===== config.mk =====
export PLATFORM = sky130hd
export DESIGN_NAME = datard_flat
export DESIGN_NICKNAME = d
export VERILOG_FILES = /design/src/rtl/datard_if.sv /design/src/rtl/datard.sv /design/src/flat_wrapper.sv
export SDC_FILE = /design/constraint.sdc
export NUM_CORES = 1
export LEC_CHECK = 0
export BUFFER_PORTS_ARGS = -buffer_cell sky130_fd_sc_hd__clkbuf_2
export CAP_MARGIN = 0
export CORE_MARGIN = 10
export CORE_UTILIZATION = 55
export DETAILED_ROUTE_END_ITERATION = 16
export PLACE_DENSITY_LB_ADDON = 0.25
export RECOVER_POWER = 50
export SLEW_MARGIN = 20
export SYNTH_ARGS = -nofsm -noshare
export SYNTH_HDL_FRONTEND = slang
export SYNTH_SLANG_ARGS = --single-unit

===== constraint.sdc =====
create_clock -name clk -period 6.2 [get_ports clk]
set_input_delay 0.62 -clock clk [delete_from_list [all_inputs] [get_ports clk]]
set_output_delay 0.62 -clock clk [all_outputs]
set_load 0.02 [all_outputs]

===== src/rtl/datard_if.sv =====
`timescale 1ns/1ps
`default_nettype none
// ---------------------------------------------------------------------------
// datard_if : scheduler, SRAM read port and output stream signals of datard
// Revision  : 1.0
// ---------------------------------------------------------------------------
interface datard_if #(
  parameter int sg_data_width    = 64,
  parameter int sg_address_width = 12,
  parameter int sg_len_width     = 8,
  parameter int sg_des_width     = 4
) ();
  logic                        start;
  logic [sg_address_width-1:0] start_address;
  logic [sg_len_width-1:0]     length;
  logic [sg_des_width-1:0]     des_port_in;
  logic                        busy;
  logic                        rd_en;
  logic [sg_address_width-1:0] rd_address;
  logic [sg_data_width-1:0]    rd_data;
  logic                        out_valid;
  logic                        out_ready;
  logic [sg_data_width-1:0]    out_data;
  logic                        out_sop;
  logic                        out_eop;
  logic [sg_des_width-1:0]     out_des_port;
  logic                        done;

  modport master (
    input  start, start_address, length, des_port_in, rd_data, out_ready,
    output busy, rd_en, rd_address, out_valid, out_data, out_sop, out_eop,
           out_des_port, done
  );

  modport slave (
    output start, start_address, length, des_port_in, rd_data, out_ready,
    input  busy, rd_en, rd_address, out_valid, out_data, out_sop, out_eop,
           out_des_port, done
  );
endinterface
`default_nettype wire


===== src/rtl/datard.sv =====
`timescale 1ns/1ps
`default_nettype none
// ---------------------------------------------------------------------------
// datard   : streams a packet from the packet SRAM to one valid/ready port
// Revision : 1.0
// ---------------------------------------------------------------------------
module datard #(
  parameter int sg_data_width    = 64,
  parameter int sg_address_width = 12,
  parameter int sg_len_width     = 8,
  parameter int sg_des_width     = 4
) (
  input  logic      clk,
  input  logic      rst,
  datard_if.master  bus
);

  localparam logic [sg_len_width:0] len_one = (sg_len_width+1)'(1);

  typedef enum logic [0:0] {
    IDLE = 1'b0,
    READ = 1'b1
  } state_t;

  state_t                      state;
  logic                        busy_q;
  logic                        done_q;
  logic                        rd_en_q;
  logic                        rd_vld;
  logic [sg_address_width-1:0] base;
  logic [sg_address_width-1:0] rd_addr_q;
  logic [sg_len_width:0]       len_q;
  logic [sg_len_width:0]       issued;
  logic [sg_len_width:0]       sent;
  logic [sg_des_width-1:0]     des_q;

  logic [sg_data_width-1:0]    mem [2];
  logic                        wr_ptr;
  logic                        rd_ptr;
  logic [1:0]                  count;

  logic                        out_valid_w;
  logic [sg_data_width-1:0]    head;
  logic                        pop;
  logic                        bypass;
  logic                        push;
  logic                        fifo_pop;
  logic                        last;
  logic [2:0]                  outstanding;
  logic [2:0]                  after_pop;
  logic                        issue;

  // Returning SRAM data falls straight through to the output when the FIFO
  // is empty, so the first word is visible in the cycle it arrives.
  assign out_valid_w = (count != 2'd0) || rd_vld;
  assign head        = (count != 2'd0) ? mem[rd_ptr] : bus.rd_data;
  assign pop         = out_valid_w && bus.out_ready;
  assign bypass      = (count == 2'd0) && pop;
  assign push        = rd_vld && !bypass;
  assign fifo_pop    = pop && (count != 2'd0);
  assign last        = (sent == (len_q - len_one));

  // Credits cover stored words, the word arriving now and the read in flight.
  assign outstanding = {1'b0, count} + {2'b00, rd_vld} + {2'b00, rd_en_q};
  assign after_pop   = outstanding - {2'b00, pop};
  assign issue       = (state == READ) && (issued < len_q) && (after_pop < 3'd2);

  always_ff @(posedge clk or negedge rst) begin
    if (!rst) begin
      state     <= IDLE;
      busy_q    <= 1'b0;
      done_q    <= 1'b0;
      rd_en_q   <= 1'b0;
      rd_vld    <= 1'b0;
      base      <= '0;
      rd_addr_q <= '0;
      len_q     <= '0;
      issued    <= '0;
      sent      <= '0;
      des_q     <= '0;
      wr_ptr    <= 1'b0;
      rd_ptr    <= 1'b0;
      count     <= 2'd0;
    end else begin
      done_q  <= 1'b0;
      rd_en_q <= issue;
      rd_vld  <= rd_en_q;

      if (issue) begin
        rd_addr_q <= base + sg_address_width'(issued);
        issued    <= issued + len_one;
      end

      if (push) begin
        wr_ptr <= ~wr_ptr;
      end
      if (fifo_pop) begin
        rd_ptr <= ~rd_ptr;
      end
      count <= count + {1'b0, push} - {1'b0, fifo_pop};

      case (state)
        IDLE: begin
          if (bus.start && (bus.length != '0)) begin
            base   <= bus.start_address;
            len_q  <= {1'b0, bus.length};
            des_q  <= bus.des_port_in;
            issued <= '0;
            sent   <= '0;
            busy_q <= 1'b1;
            state  <= READ;
          end
        end
        READ: begin
          if (pop) begin
            sent <= sent + len_one;
            if (last) begin
              busy_q <= 1'b0;
              done_q <= 1'b1;
              state  <= IDLE;
            end
          end
        end
        default: begin
          busy_q <= 1'b0;
          state  <= IDLE;
        end
      endcase
    end
  end

  always_ff @(posedge clk) begin
    if (push) begin
      mem[wr_ptr] <= bus.rd_data;
    end
  end

  assign bus.busy         = busy_q;
  assign bus.rd_en        = rd_en_q;
  assign bus.rd_address   = rd_addr_q;
  assign bus.out_valid    = out_valid_w;
  assign bus.out_data     = out_valid_w ? head : '0;
  assign bus.out_sop      = out_valid_w && (sent == '0);
  assign bus.out_eop      = out_valid_w && last;
  assign bus.out_des_port = des_q;
  assign bus.done         = done_q;

endmodule
`default_nettype wire


===== src/flat_wrapper.sv =====
// flat-port wrapper written by rule: the top's interface ports become plain ports
module datard_flat 
#(
  parameter int sg_data_width    = 64,
  parameter int sg_address_width = 12,
  parameter int sg_len_width     = 8,
  parameter int sg_des_width     = 4
)
  (clk, rst, bus_start, bus_start_address, bus_length, bus_des_port_in, bus_rd_data, bus_out_ready, bus_busy, bus_rd_en, bus_rd_address, bus_out_valid, bus_out_data, bus_out_sop, bus_out_eop, bus_out_des_port, bus_done);
  datard_if #(.sg_data_width(sg_data_width), .sg_address_width(sg_address_width), .sg_len_width(sg_len_width), .sg_des_width(sg_des_width)) bus_i ();
  input  logic clk;
  input  logic rst;
  input wire logic [$bits(bus_i.start)-1:0] bus_start;
  input wire logic [$bits(bus_i.start_address)-1:0] bus_start_address;
  input wire logic [$bits(bus_i.length)-1:0] bus_length;
  input wire logic [$bits(bus_i.des_port_in)-1:0] bus_des_port_in;
  input wire logic [$bits(bus_i.rd_data)-1:0] bus_rd_data;
  input wire logic [$bits(bus_i.out_ready)-1:0] bus_out_ready;
  output wire logic [$bits(bus_i.busy)-1:0] bus_busy;
  output wire logic [$bits(bus_i.rd_en)-1:0] bus_rd_en;
  output wire logic [$bits(bus_i.rd_address)-1:0] bus_rd_address;
  output wire logic [$bits(bus_i.out_valid)-1:0] bus_out_valid;
  output wire logic [$bits(bus_i.out_data)-1:0] bus_out_data;
  output wire logic [$bits(bus_i.out_sop)-1:0] bus_out_sop;
  output wire logic [$bits(bus_i.out_eop)-1:0] bus_out_eop;
  output wire logic [$bits(bus_i.out_des_port)-1:0] bus_out_des_port;
  output wire logic [$bits(bus_i.done)-1:0] bus_done;
  assign bus_i.start = bus_start;
  assign bus_i.start_address = bus_start_address;
  assign bus_i.length = bus_length;
  assign bus_i.des_port_in = bus_des_port_in;
  assign bus_i.rd_data = bus_rd_data;
  assign bus_i.out_ready = bus_out_ready;
  assign bus_busy = bus_i.busy;
  assign bus_rd_en = bus_i.rd_en;
  assign bus_rd_address = bus_i.rd_address;
  assign bus_out_valid = bus_i.out_valid;
  assign bus_out_data = bus_i.out_data;
  assign bus_out_sop = bus_i.out_sop;
  assign bus_out_eop = bus_i.out_eop;
  assign bus_out_des_port = bus_i.out_des_port;
  assign bus_done = bus_i.done;
  datard #(.sg_data_width(sg_data_width), .sg_address_width(sg_address_width), .sg_len_width(sg_len_width), .sg_des_width(sg_des_width)) u_core (.clk(clk), .rst(rst), .bus(bus_i));
endmodule

==> flow_summary_export.csv <==
group,metric,value,unit
run_status,outcome,"finished with violations",
run_status,failed_checks,"max-capacitance violations, max-slew violations",
finish,final_common_cell,"edfxtp_1",
clock_network,postCtsSetupRepairBufs,0,
timing,hold_viol_final,0,
clock_network,cts_tree,"yes",
timing,rsz0062_at_grt,"no",
floorplan,dieArea,21500,µm²
critical_path,crit_path_start_kind,"flop",
critical_path,cp.depth,12,
clock_network,cts.sinks,191,
drt,first_pass_iters,5,
finish,area_delta_synth_final,17.5,%
power_and_ir_drop,p_leak,0.00411,µW
clock_network,cts_resized,0,
timing,slew_viol_final,108,
critical_path,crit_fanout,36,
drt,drt_iter0_markers,364,
critical_path,reg2reg_slack,2.21,ns
timing,final.setup.tns,0,ns
global_routing,grt_max_degree,131,
hold_path,holdPathEnd,"u_core.base[10]",
global_routing,grt_pass1_wl,32.3,mm
yosys,avgSynthCellArea,11.9,µm²
critical_path,worstPathCellList,"o31a_1 -> ha_1 -> inv_1 -> ha_1 -> a21o_1 -> fa_1 -> xor2_1 -> o211ai_1 -> a211o_1 -> clkinv_1 -> xnor2_1 -> nor2_1",
yosys,syn-num-nets,860,
critical_path,rr_worst_depth,12,
yosys,netlist_instances,742,
yosys,yosys_warnings,0,
critical_path,worstPathArrival,4.24,ns
floorplan,fp.dieW,147,µm
timing,finalCriticalPeriod,3.99,ns
drt,routed_wl,20.0,mm
clock_network,cts_buffer_depth,2,
clock_network,cts-root-buf,"clkbuf_16",
critical_path,crit_family,"compound AO/OA/AOI/OAI gates",
clock_network,clock_latency,0.43,ns
timing,clock-skew-final,0.00966,ns
clock_network,htree_levels,4,
yosys,ys_async_sr_fraction,33.0,%
yosys,ys.flop_type,"edfxtp_1",
critical_path,cp.required,6.44,ns
run,drv_cap,2,
hold_path,hold_start,"bus_start_address[10]",
hold_path,holdCritPathClass,"in -> reg",
power_and_ir_drop,power_density,506,nW/µm²
critical_path,cpPeakStageDelay,0.77,ns
yosys,synth_seq_cells,191,
drt,wl_per_cell,17.7,µm
drt,vias_per_cell,5.54,
critical_path,endpoint_kind,"flop",
critical_path,worstReg2RegEnd,"u_core.issued[0]",
timing,tightest_slew,3.36,ns
placed_design,routabilityCongestion,0.846,
power_and_ir_drop,irDropWorstVdd,0.254,mV
global_routing,grtUsageTotal,18.4,%
floorplan,io_pins,178,
drt,vias,6280,
finish,insertedDiodeCount,0,
finish,layout-drive-gt1-share,15.0,%
global_routing,first_global_vias,6342,
critical_path,cpMaxStageDelayCell,"a211o_1",
floorplan,core-area,15800,µm²
floorplan,std_cell_rows,46,
finish,fin_area,10300,µm²
placed_design,place_area,9870,µm²
hold_path,worstHoldPathCells,3,
critical_path,crit_type,"reg -> reg",
clock_network,cts_hold_buffers,0,
yosys,syn_area,8800,µm²
timing,fin_crit_sh,64.4,%
finish,layout_common_cells,"128 x edfxtp_1, 94 x clkbuf_2, 93 x o21ai_0, 86 x nand2_1, 85 x clkbuf_1",
floorplan,start_util,55.8,%
timing,setup_viol,0,
timing,fmax,0.250,GHz
drt,drc_errors,0,
critical_path,crit_path_frequent_cell,"ha_1",
global_routing,antenna_found_initial,0,
timing,max-slew-margin-rel,-124,%
global_routing,overflow,0,
yosys,yosysSeqAreaShare,61.6,%
critical_path,cp_num_buf_inv,2,
placed_design,portBuffers,177,
drt,drtAntennaViolNets,0,
clock_network,cts_buffers,17,
clock_network,cts.clk_slew.worst_paths,0.07,ns
critical_path,rr_startpoint,"u_core.count[1]",
yosys,synth_cell_types,52,
yosys,synth_edf_count,128,
finish,fin_nets,1022,
placed_design,hpwl,13.6,mm
floorplan,die_h,147,µm
registers in the layout, summed over array words and instances, names as in the netlist, 2 cells and up:
register                 cells
u_core.bus.out_des_port      4
u_core.len_q                 8
u_core.base                 12
u_core.bus.rd_address       12
u_core.sent                  9
u_core.mem                 128
u_core.count                 2
u_core.issued                9
kinds of logic (layout without fill, tap and decap cells):
| logic type | count (synthesis) | in the layout | share of synthesized area, % |
|---|---|---|---|
| AOI/OAI and AO/OA | 154 | 154 | 10.2 |
| xor gates and xnor gates | 19 | 19 | 1.89 |
| buffers and inverters | 66 | 241 | 2.94 |
| adders and majority gates | 26 | 26 | 3.87 |
| and+or+nand+nor | 220 | 220 | 12.0 |
| DFF | 191 | 191 | 61.6 |
| muxes | 66 | 66 | 7.51 |
tightest hold or removal path, cell delays in order:
cell and delay (ns):
clkbuf_2 0.07, nand2_1 0.04, nand2_1 0.04
where the power goes:
group	switching, µW	internal [µW]	leakage, µW
sequential	203	1700	0.00196
clock	496	567	0.000273
combinational	1510	748	0.00187
synthesized netlist by cell type, types with 4 or more instances:
master | instances | share of area, %
o211ai_1 | 6 | 0.51
nand4_1 | 5 | 0.36
o31ai_1 | 12 | 1.0
mux2i_1 | 66 | 7.5
xor2_1 | 8 | 0.80
edfxtp_1 | 128 | 44
nor3_1 | 5 | 0.28
or4_1 | 5 | 0.43
o21ai_0 | 93 | 5.3
nand3_1 | 70 | 4.0
a21oi_1 | 16 | 0.91
nand2b_1 | 4 | 0.28
inv_1 | 24 | 1.0
a31oi_1 | 6 | 0.43
or3_1 | 5 | 0.36
nor2b_1 | 7 | 0.50
dfrtp_1 | 63 | 18
ha_1 | 24 | 3.4
nor2_1 | 15 | 0.64
xnor2_1 | 11 | 1.1
clkbuf_1 | 23 | 0.98
nand2_1 | 86 | 3.7
buf_1 | 14 | 0.60
final cells by class:
type                    instances  area [µm²]
clock buffers                  17         425
repair buffers                184         831
fillers                      1322        5430
well taps                     216         270
multi-input cells             485        3130
flip-flops and latches        191        5430
clock inverters                15         163
inverters                      25        93.8
worst max-delay path by stage:
stage	start	endpoint	slack [ns]
after detailed placement	bus_out_ready	u_core.issued[0]	2.19
final	u_core.count[1]	u_core.issued[0]	2.21
after CTS	u_core.count[1]	u_core.issued[0]	2.22
after floorplan	u_core.count[1]	u_core.mem[0][0]	1.88
after global placement	bus_out_ready	u_core.issued[0]	2.29
after global routing	rst	u_core.rd_ptr	1.62
metal layers:
| layer | up-vias | wire, µm | global-route usage [%] |
|---|---|---|---|
| met4 | 0 | 235 | 5.76 |
| li1 | 3059 | - | - |
| met3 | 18 | 1050 | 4.88 |
| met2 | 183 | 9910 | 30.4 |
| met1 | 3020 | 8820 | 23.2 |
| met5 | - | 0 | 0 |
per-stage QoR:
stage	power [µW]	std cells	hold slack, ns	utilization [%]	worst slack [ns]
6_report	5230	1133	0.376	65.6	2.21
3_5_place_dp	4240	1101	0.465	62.6	2.19
5_1_grt	5580	1133	0.361	65.6	1.62
3_3_place_gp	4180	1101	0.455	62.6	2.29
4_1_cts	5310	1133	0.359	66.3	2.22
2_1_floorplan	3540	742	0.324	-	1.88
Power figures use the tool's default switching activity.
